===== src/rtl/load_store_unit.sv =====
// load_store_unit: multi-cycle data-memory access between execute and a word-wide
// request/acknowledge bus. Stalls the core while an access is in flight, reports
// misaligned/illegal accesses as a fault without touching the bus, and returns
// load data lane-selected and sign/zero-extended.
module load_store_unit #(
  parameter int unsigned DATA_WIDTH = 32
) (
  input  logic                  clk,
  input  logic                  rst,
  input  logic                  MemRead,
  input  logic                  MemWrite,
  input  logic [2:0]            AddressingControl,
  input  logic [DATA_WIDTH-1:0] addr,
  input  logic [DATA_WIDTH-1:0] wdata,
  output logic [DATA_WIDTH-1:0] rdata,
  output logic                  stall,
  output logic                  done,
  output logic                  fault,
  output logic                  bus_req,
  output logic                  bus_we,
  output logic [DATA_WIDTH-1:0] bus_addr,
  output logic [3:0]            bus_be,
  output logic [DATA_WIDTH-1:0] bus_wdata,
  input  logic                  bus_ack,
  input  logic [DATA_WIDTH-1:0] bus_rdata
);

  typedef enum logic [1:0] {StIdle, StBusy, StResp} state_e;

  state_e                state_q, state_d;
  logic                  req_q;
  logic                  we_q;
  logic [DATA_WIDTH-1:0] addr_q;
  logic [3:0]            be_q;
  logic [DATA_WIDTH-1:0] bwdata_q;
  logic [1:0]            lane_q;
  logic [2:0]            f3_q;
  logic                  fault_q;
  logic [DATA_WIDTH-1:0] rdata_q;

  logic                  is_access;
  logic                  width_ok;
  logic                  misaligned;
  logic                  req_fault;
  logic [3:0]            be_d;
  logic [DATA_WIDTH-1:0] bwdata_d;
  logic [7:0]            byte_sel;
  logic [15:0]           half_sel;
  logic [DATA_WIDTH-1:0] load_fmt;
  logic                  accept;
  logic                  accept_fault;
  logic                  capture;

  assign is_access = MemRead | MemWrite;

  // Decode the request: legality, alignment, byte enables and lane-replicated store data.
  always_comb begin
    width_ok   = 1'b0;
    misaligned = 1'b0;
    be_d       = 4'b1111;
    bwdata_d   = wdata;
    if (MemWrite) begin
      width_ok = ~AddressingControl[2] & (AddressingControl[1:0] != 2'b11);
    end else begin
      // Loads also allow the unsigned forms 100 and 101.
      width_ok = (AddressingControl[1:0] != 2'b11) &
                 ~(AddressingControl[2] & AddressingControl[1]);
    end
    unique case (AddressingControl[1:0])
      2'b00: begin
        be_d     = 4'b0001 << addr[1:0];
        bwdata_d = {4{wdata[7:0]}};
      end
      2'b01: begin
        misaligned = addr[0];
        be_d       = addr[1] ? 4'b1100 : 4'b0011;
        bwdata_d   = {2{wdata[15:0]}};
      end
      2'b10: begin
        misaligned = (addr[1:0] != 2'b00);
      end
      default: begin
        misaligned = 1'b0;
      end
    endcase
    req_fault = (MemRead & MemWrite) | ~width_ok | misaligned;
  end

  // Pick the addressed lane of the returned word and extend it for writeback.
  always_comb begin
    unique case (lane_q)
      2'b00:   byte_sel = bus_rdata[7:0];
      2'b01:   byte_sel = bus_rdata[15:8];
      2'b10:   byte_sel = bus_rdata[23:16];
      default: byte_sel = bus_rdata[31:24];
    endcase
    half_sel = lane_q[1] ? bus_rdata[31:16] : bus_rdata[15:0];
    unique case (f3_q)
      3'b000:  load_fmt = {{24{byte_sel[7]}}, byte_sel};
      3'b100:  load_fmt = {24'b0, byte_sel};
      3'b001:  load_fmt = {{16{half_sel[15]}}, half_sel};
      3'b101:  load_fmt = {16'b0, half_sel};
      default: load_fmt = bus_rdata;
    endcase
  end

  // Next-state and stall/handshake control.
  always_comb begin
    state_d      = state_q;
    stall        = 1'b0;
    accept       = 1'b0;
    accept_fault = 1'b0;
    capture      = 1'b0;
    unique case (state_q)
      StIdle: begin
        stall = is_access;
        if (is_access) begin
          if (req_fault) begin
            accept_fault = 1'b1;
            state_d      = StResp;
          end else begin
            accept  = 1'b1;
            state_d = StBusy;
          end
        end
      end
      StBusy: begin
        stall = 1'b1;
        if (bus_ack) begin
          capture = ~we_q;
          state_d = StResp;
        end
      end
      StResp: begin
        state_d = StIdle;
      end
      default: begin
        state_d = StIdle;
      end
    endcase
  end

  // State, latched request and load result; bus outputs only change on a new valid access.
  always_ff @(posedge clk) begin
    if (rst) begin
      state_q  <= StIdle;
      req_q    <= 1'b0;
      we_q     <= 1'b0;
      addr_q   <= '0;
      be_q     <= 4'b0000;
      bwdata_q <= '0;
      lane_q   <= 2'b00;
      f3_q     <= 3'b000;
      fault_q  <= 1'b0;
      rdata_q  <= '0;
    end else begin
      state_q <= state_d;
      req_q   <= (state_d == StBusy);
      if (accept) begin
        we_q     <= MemWrite;
        addr_q   <= {addr[DATA_WIDTH-1:2], 2'b00};
        be_q     <= be_d;
        bwdata_q <= bwdata_d;
        lane_q   <= addr[1:0];
        f3_q     <= AddressingControl;
        fault_q  <= 1'b0;
      end
      if (accept_fault) begin
        fault_q <= 1'b1;
      end
      if (capture) begin
        rdata_q <= load_fmt;
      end
    end
  end

  assign done      = (state_q == StResp);
  assign fault     = done & fault_q;
  assign bus_req   = req_q;
  assign bus_we    = we_q;
  assign bus_addr  = addr_q;
  assign bus_be    = be_q;
  assign bus_wdata = bwdata_q;
  assign rdata     = rdata_q;

endmodule


===== config.mk =====
export PLATFORM = sky130hd
export DESIGN_NAME = load_store_unit
export DESIGN_NICKNAME = d
export VERILOG_FILES = /design/src/rtl/load_store_unit.sv
export SDC_FILE = /design/constraint.sdc
export NUM_CORES = 1
export LEC_CHECK = 0
export CAP_MARGIN = 20
export CORE_MARGIN = 2
export CORE_UTILIZATION = 40
export DETAILED_ROUTE_END_ITERATION = 10
export PLACE_DENSITY = 0.76
export SYNTH_ARGS = -nofsm -noshare
export SYNTH_HDL_FRONTEND = slang
export SYNTH_SLANG_ARGS = --single-unit

===== constraint.sdc =====
create_clock -name clk -period 2.85 [get_ports clk]
set_clock_uncertainty 0.1 [all_clocks]
set_input_delay 0.855 -clock clk [delete_from_list [all_inputs] [get_ports clk]]
set_output_delay 0.855 -clock clk [all_outputs]
set_load 0.02 [all_outputs]

### Yosys cells after proc, flatten, opt, wreduce, memory -nomap -nowiden

Cells that the tools add are included.

* shift operators: 1
* equality and inequality tests: 11
* mux-type cells: 23
* bitwise gates (word level): 12
* reduce and logical (&&, ||, !) cells: 6

Operator list (number)
* 32-bit case mux with 4 select lines: 1
* 32-bit case mux with 2 select lines: 1
* 8-bit case mux with 3 select lines: 1
* 16-bit 2-to-1 mux: 1
* 1-bit 2-to-1 mux: 11
* 2-bit by 1-bit == test with 1-bit output, second input constant: 4
* 4-bit case mux with 2 select lines: 1
* 2-bit == test, second input constant: 3
* 3-bit == test, second input constant: 2
* 2-bit zero test: 3
* 2-bit 2-to-1 mux: 3
* 1-bit AND: 5
* 4-bit 2-to-1 mux: 1
* 1-bit NOT: 4
* 1-bit case mux with 2 select lines: 2
* 2-bit case mux with 2 select lines: 1
* 2-bit nonzero test: 2
* 1-bit by 2-bit left shift with 4-bit output, first input constant: 1
* 3-bit by 1-bit == test with 1-bit output, second input constant: 1
* 3-bit zero test: 1
* 1-bit OR: 3
* 2-bit inequality test, second input constant: 1

* word-level logic and storage cells: 63
* register bits after elaboration: 108
* input port bits: 104
* output and inout bits: 105

### Longest topological paths before layout

Gate-level depths: netlist (run 1).

* word-level depth: 12
* gate-level depth with buffers: 9

### Worst setup path after synthesis (run 1)

Ideal clock, no wire load.

* path type: input -> register
* from: input AddressingControl[1]
* to: register be_q[1], in the netlist bus_be[1]
* arrival: 2335 ps
* required time: 2616 ps
* stages on the path: 9
* path slack: 281 ps
* path through: buf_4 -> inv_1 -> ha_1 -> o211a_1 -> or2_1 -> buf_2 -> nor2_2 -> buf_2 -> a311oi_1

* longest elaborated chain between the ends: 10
* elaborated cells on any way between the ends: 17
* those cells by class: eq/ne (3); mux (6); bitwise (7); reduce/logical (1)

Ends and longest elaborated chain
* from (decl): RTL line 12 `input logic [2:0] AddressingControl,`
* 1-bit AND: RTL line 67 `~(AddressingControl[2] & AddressingControl[1]);`
* 1-bit NOT: RTL line 67
* 1-bit AND: RTL line 66 `width_ok = (AddressingControl[1:0] != 2'b11) &`
* 1-bit 2-to-1 mux: RTL line 62 `if (MemWrite) begin`
* 1-bit NOT: RTL line 86 `req_fault = (MemRead & MemWrite) | ~width_ok | misaligned;`
* 1-bit OR (2 in series): RTL line 86
* 1-bit 2-to-1 mux: RTL line 118 `if (req_fault) begin`
* 1-bit 2-to-1 mux: RTL line 117 `if (is_access) begin`
* 1-bit 2-to-1 mux: RTL line 114 `unique case (state_q)`
* to (signal assigned): RTL line 150 `be_q <= 4'b0000;`
* to (signal assigned): RTL line 162 `be_q <= be_d;`
* to (decl): RTL line 34 `logic [3:0] be_q;`

Several ways; a longest one is shown, not always the timed one.
A chain may end at the register's enable or synchronous reset.

### Worst setup path after layout (run 1)

* from: input MemWrite
* to: output stall

* longest elaborated chain between the ends: 2

Ends and longest elaborated chain
* from (decl): RTL line 11 `input logic MemWrite,`
* 1-bit OR: RTL line 54 `assign is_access = MemRead | MemWrite;`
* 1-bit case mux with 2 select lines: RTL line 114
* to (decl): RTL line 16 `output logic stall,`

Every way passes these cells.

==> impl_metrics.json, run 1 <==
{
  "outcome": "finished clean",
  "drtPass1Iterations": 5,
  "wire_per_inst_microns": 18.2,
  "place_inst": 913,
  "nNetsFinal": 885,
  "cp-end-kind": "output pin",
  "startpoint_type": "primary input",
  "slew-limit-headroom_pct": 47.0,
  "layout-area-overhead-vs-synth_pct": 51.6,
  "crit_buf_inv": 2,
  "critPathMostFrequentCell": "nor2_1",
  "p_leak_uw": 0.00263,
  "critPathKind": "primary input to output pin",
  "wirelength_mm": 16.9,
  "gp_congestion": 0.897,
  "cts_buffer_depth": 2,
  "synth_async_sr_flop_share_pct": 0,
  "max_freq_mhz": 363,
  "synth.avg_cell_area_sq_um": 8.41,
  "finalSetupViolations": 0,
  "vias": 5339,
  "drv_slew": 0,
  "netlist_instances": 588,
  "clk_latency_ps": 350,
  "drtAntennaViolNets": 0,
  "antenna_found_initial": 2,
  "ys.flop_type": "dfxtp_1",
  "crit_chain": "clkdlybuf4s50_1 -> or2_1 -> nor2_1 -> nor2_1 -> buf_4",
  "hpwl_mm": 11.8,
  "path_max_fanout": 2,
  "ys_ff_latch": 108,
  "ys_types": 43,
  "ioPinCount": 209,
  "n_fill_cell": 1052,
  "synth_edf_count": 0,
  "synth_area_leader_cell": "dfxtp_1",
  "rsz0062_at_grt": "no",
  "drive_gt1_share_pct": 8.45,
  "crit_family": "buffers and inverters",
  "hold_viol": 0,
  "cts_setup_buffers": 0,
  "synth.top_cell.area_share_pct": 43.7,
  "cts_tree": "done",
  "peakVddDrop_v": 0.000422,
  "cts_inserted_buffers": 9,
  "port_buffers": 206,
  "ys_top_cells_by_area": "dfxtp_1 (44%), a21oi_1 (12%), o21ai_0 (7.3%), nand3_1 (5.1%), a211oi_1 (3.5%)",
  "fp.coreArea_sq_um": 12000,
  "fp.dieArea_sq_um": 13300,
  "crit_slowest_cell": "clkdlybuf4s50_1",
  "initial_core_util_pct": 41.1,
  "grt-ovfl-total": 0,
  "cp.arrival_ps": 1800,
  "worstHoldPathType": "register to register",
  "drcViolationCount": 0,
  "period_share_pct": 96.7,
  "syn_area_sq_um": 4940,
  "ys_seq_area_share_pct": 43.7,
  "clock-sinks": 108,
  "cpPeakStageDelay_ps": 420,
  "critPathRequiredTime_ps": 1900,
  "grt_first_pass_wirelength_mm": 26.8,
  "stdcell_count": 929,
  "powerDensity_nw_per_um2": 527,
  "maxCapViolCount": 0,
  "drtIter0Drc": 501,
  "grt_max_degree": 75,
  "yosys_warnings": 0,
  "h-tree-depth": 3,
  "grt_pass1_vias": 5331,
  "num_rows": 40,
  "vias_per_cell": 5.75,
  "fin_crit_ps": 2760,
  "root_buffer": "clkbuf_16",
  "die_x_microns": 115,
  "ctsHoldBuffers": 0,
  "die_h_microns": 115,
  "setup_tns_ps": 0,
  "worst_pin_slew_ps": 795,
  "grt_usage_pct": 25.5,
  "clkTransAtPathRegs_ps": 60
}
-- sequential cells by signal (all words and copies together), names as in the netlist --
register and flops:
bus_wdata 32, rdata 32, bus_addr 30, bus_be 4, f3_q 3, lane_q 2, state_q 2, bus_req 1
bus_we 1, fault_q 1
-- final timing paths --
path | start | end | slack, ps | depth (start not counted)
min reg2reg | bus_addr[20] | bus_addr[20] | 370 | 2
max reg2reg | lane_q[1] | rdata[13] | 1110 | 5
min | bus_addr[20] | bus_addr[20] | 370 | 2
max | MemWrite | stall | 90 | 5
-- layer usage --
layer,part of all wire (%),track usage [%],vias to the layer above
met5,0.077,0,-
met4,3.1,11.0,2
met3,9.0,8.54,37
met2,48,42.2,224
met1,40,30.3,2559
li1,-,-,2517
-- timing repair --
item                       4_1_cts  5_1_grt
setup endpoints to repair        1        1
gates resized for setup          4        2
pin swaps                        0        1
-- synthesized netlist by cell type, types with 2 or more instances --
master,instances
nor4bb_1,4
a311oi_1,5
nand2_1,38
a31oi_1,8
o21a_1,2
nor2_2,3
buf_2,18
a211oi_1,23
mux2_2,12
and2_1,2
nand3b_1,10
a2bb2oi_1,4
a22o_1,8
or2_1,2
nor2_1,9
nand2b_1,2
inv_1,6
dfxtp_1,108
a21o_1,3
buf_4,6
clkbuf_1,33
mux2i_1,8
buf_6,3
o211ai_1,8
o21ai_0,72
ha_1,4
nor2b_1,3
nand3_1,50
a21oi_1,120
-- through the flow --
stage,power (uW),instance area (sq um),setup WS [ps],hold slack (ps),util (%)
finish,3950,7490,94.5,375,62.4
global route,4120,7490,30.7,402,62.4
CTS,3960,7490,75.4,376,62.3
detailed placement,2790,7220,-333,367,60.1
global placement,2770,7220,-340,361,60.1
floorplan,2260,4950,281,364,-
-- worst reg2reg max path: stages (launching register included) --
cell,delay [ps]
dfxtp_1,420
mux2i_1,300
mux2i_1,150
a2111oi_4,350
buf_4,230
a21oi_1,90
-- layout make-up --
cell class	instances	area, sq um	share of cell area [%]
multi-input cells	415	2470	33.0
flip-flops and latches	108	2160	28.8
inverters	6	22.5	0.301
clock inverters	1	7.51	0.100
well taps	147	184	2.45
clock buffers	14	264	3.52
repair buffers	237	2380	31.7
diodes	1	2.50	0.0334
-- logic make-up after synthesis --
| family | Yosys count | synth area share, % |
|---|---|---|
| AOI/OAI and AO/OA | 261 | 31.2 |
| other | 1 | 0.0759 |
| and+or+nand+nor | 128 | 13.2 |
| muxes | 20 | 4.35 |
| adders and majority gates | 4 | 1.01 |
| DFF | 108 | 43.7 |
| buffers and inverters | 66 | 6.38 |
-- where the power goes --
part           internal, uW  total (uW)  switching, uW
clock network           638        1180            547
logic                   517        1070            556
registers              1620        1690           67.5
-- cell usage in the layout, fill, tap and decap left out, drive strengths merged, types with 2 or more instances in the layout --
cell and n:
a2bb2oi 4, a31oi 8, a311oi 6, nand3b 10
a211oi 23, a21o 3, nand2 38, mux2 12
mux2i 8, clkbuf 14, nand2b 2, o211ai 8
buf 33, dfxtp 108, o21ai 73, nor2b 3
a22o 8, clkdlybuf4s50 203, conb 2, o21a 2
ha 4, or2 3, a21oi 120, and2 2
inv 6, nor4bb 4, nand3 50, nor2 12
Power figures use the tool's default switching activity.
==> run 2: changes to the inputs <==
- MAX_ROUTING_LAYER: unset -> met4
- SETUP_SLACK_MARGIN: unset -> 0.05
- clock period: 2.85 -> 2.9 ns (I/O delays scaled with it)
==> impl_metrics.json, run 2 (same netlist as run 1, synthesis figures left out) <==
{
  "grt_usage_pct": 26.0,
  "fp.coreArea_sq_um": 12000,
  "drtAntennaViolNets": 0,
  "final_cell_area_sq_um": 7560,
  "final_common_cell": "clkdlybuf4s50_1",
  "maxCapViolCount": 0,
  "worstHoldStart": "bus_addr[8]",
  "hold_end": "bus_addr[8]",
  "cp-end-kind": "output pin",
  "dr_wl_met3_mm": 1.41,
  "stdcell_count": 931,
  "antenna_found_initial": 1,
  "grt_max_degree": 75,
  "critPathKind": "primary input to output pin",
  "reg2reg_from": "f3_q[1]",
  "grt-ovfl-total": 0,
  "wire_per_inst_microns": 18.1,
  "port_buffers": 206,
  "r2r_end": "rdata[5]",
  "wirelength_mm": 16.8,
  "critPathRequiredTime_ps": 1930,
  "peakVddDrop_v": 0.000343,
  "r2r_slack_ps": 960,
  "drive_gt1_share_pct": 8.70,
  "max_freq_mhz": 355,
  "nNetsFinal": 885,
  "grt_first_pass_wirelength_mm": 26.2,
  "worstHoldPathType": "register to register",
  "outcome": "finished clean",
  "crit_chain": "clkdlybuf4s50_1 -> or2_1 -> nor2_1 -> nor2_1 -> buf_4",
  "drv_slew": 0,
  "drtPass1Iterations": 5,
  "initial_core_util_pct": 41.1,
  "critPathMostFrequentCell": "nor2_1",
  "cts_tree": "done",
  "fp.dieArea_sq_um": 13300,
  "num_rows": 40,
  "fin_crit_ps": 2820,
  "die_x_microns": 115,
  "hold_depth": 2,
  "cts_inserted_buffers": 9,
  "cp.arrival_ps": 1850,
  "hpwl_mm": 12.2,
  "clkTransAtPathRegs_ps": 70,
  "grt_pass1_vias": 5244,
  "layout_common_cells": "clkdlybuf4s50_1 (204), a21oi_1 (120), dfxtp_1 (108)",
  "ioPinCount": 209,
  "drcViolationCount": 0,
  "rsz0062_at_grt": "yes",
  "hold_slack_ps": 373,
  "worst_pin_slew_ps": 783,
  "routedLengthMet1_mm": 6.77,
  "die_h_microns": 115,
  "place_inst": 913,
  "clock-sinks": 108,
  "layout-area-overhead-vs-synth_pct": 52.9,
  "gp_congestion": 0.939,
  "cts_buffer_depth": 2,
  "cpPeakStageDelay_ps": 430,
  "r2r_cells": 5,
  "path_max_fanout": 2,
  "powerDensity_nw_per_um2": 534,
  "dpl_cell_area_sq_um": 7230,
  "ctsHoldBuffers": 0,
  "drtIter0Drc": 445,
  "highest_layer": "met4",
  "vias": 5352,
  "hold_viol": 0,
  "dr_wl_met2_mm": 8.08,
  "vias_per_cell": 5.75,
  "h-tree-depth": 3,
  "crit_slowest_cell": "clkdlybuf4s50_1",
  "clk_latency_ps": 350,
  "period_share_pct": 97.2,
  "utilization_pct": 62.9,
  "slew-limit-headroom_pct": 47.8,
  "startpoint_type": "primary input",
  "p_leak_uw": 0.00265,
  "finalSetupViolations": 0,
  "root_buffer": "clkbuf_16"
}
-- run 2: layout make-up --
type                            count  area (sq um)
Antenna cell                        2          5.00
Clock buffer                       12           246
Clock inverter                      4          72.6
Fill cell                        1057          4450
Inverter                            6          22.5
Multi-Input combinational cell    415          2470
Sequential cell                   108          2160
Tap cell                          147           184
Timing Repair Buffer              237          2390
-- run 2: what timing repair did --
item,in CTS,in global routing
resized for setup,4,2
setup buffers,0,0
endpoints found under the setup margin,1,2
pin swaps,0,1
-- run 2: per-layer routing --
| layer | global-route usage [%] | up-vias |
|---|---|---|
| li1 | - | 2532 |
| met1 | 29.6 | 2539 |
| met2 | 42.8 | 247 |
| met3 | 7.12 | 34 |
| met4 | 11.7 | 0 |
| met5 | - | - |
-- run 2: worst max-delay path by stage --
stage,from,end,slack [ps],depth (start not counted)
after global placement,MemWrite,stall,-320,5
final,MemWrite,stall,80,5
after global routing,MemRead,stall,40,5
after floorplan,AddressingControl[1],bus_be[1],320,9
after CTS,MemWrite,stall,70,5
after detailed placement,MemWrite,stall,-330,5
-- run 2: power breakdown --
group / total [uW] / internal [uW] / switching [uW]
Sequential: 1670 / 1600 / 71.0
Clock: 1320 / 780 / 539
Combinational: 1050 / 511 / 541
-- run 2: worst max-delay path: cells and delay by family --
family	cells	cell delay [ps]
and+or+nand+nor	3	390
buffers and inverters	2	590
-- run 2: stage by stage --
step	worst slack (ps)	total power, uW	TNS (ps)
after floorplan	316	2220	0
after CTS	70.0	4060	0
after detailed placement	-329	2750	-7210
after global placement	-317	2720	-485
after global routing	35.8	4220	0
final	81.8	4040	0
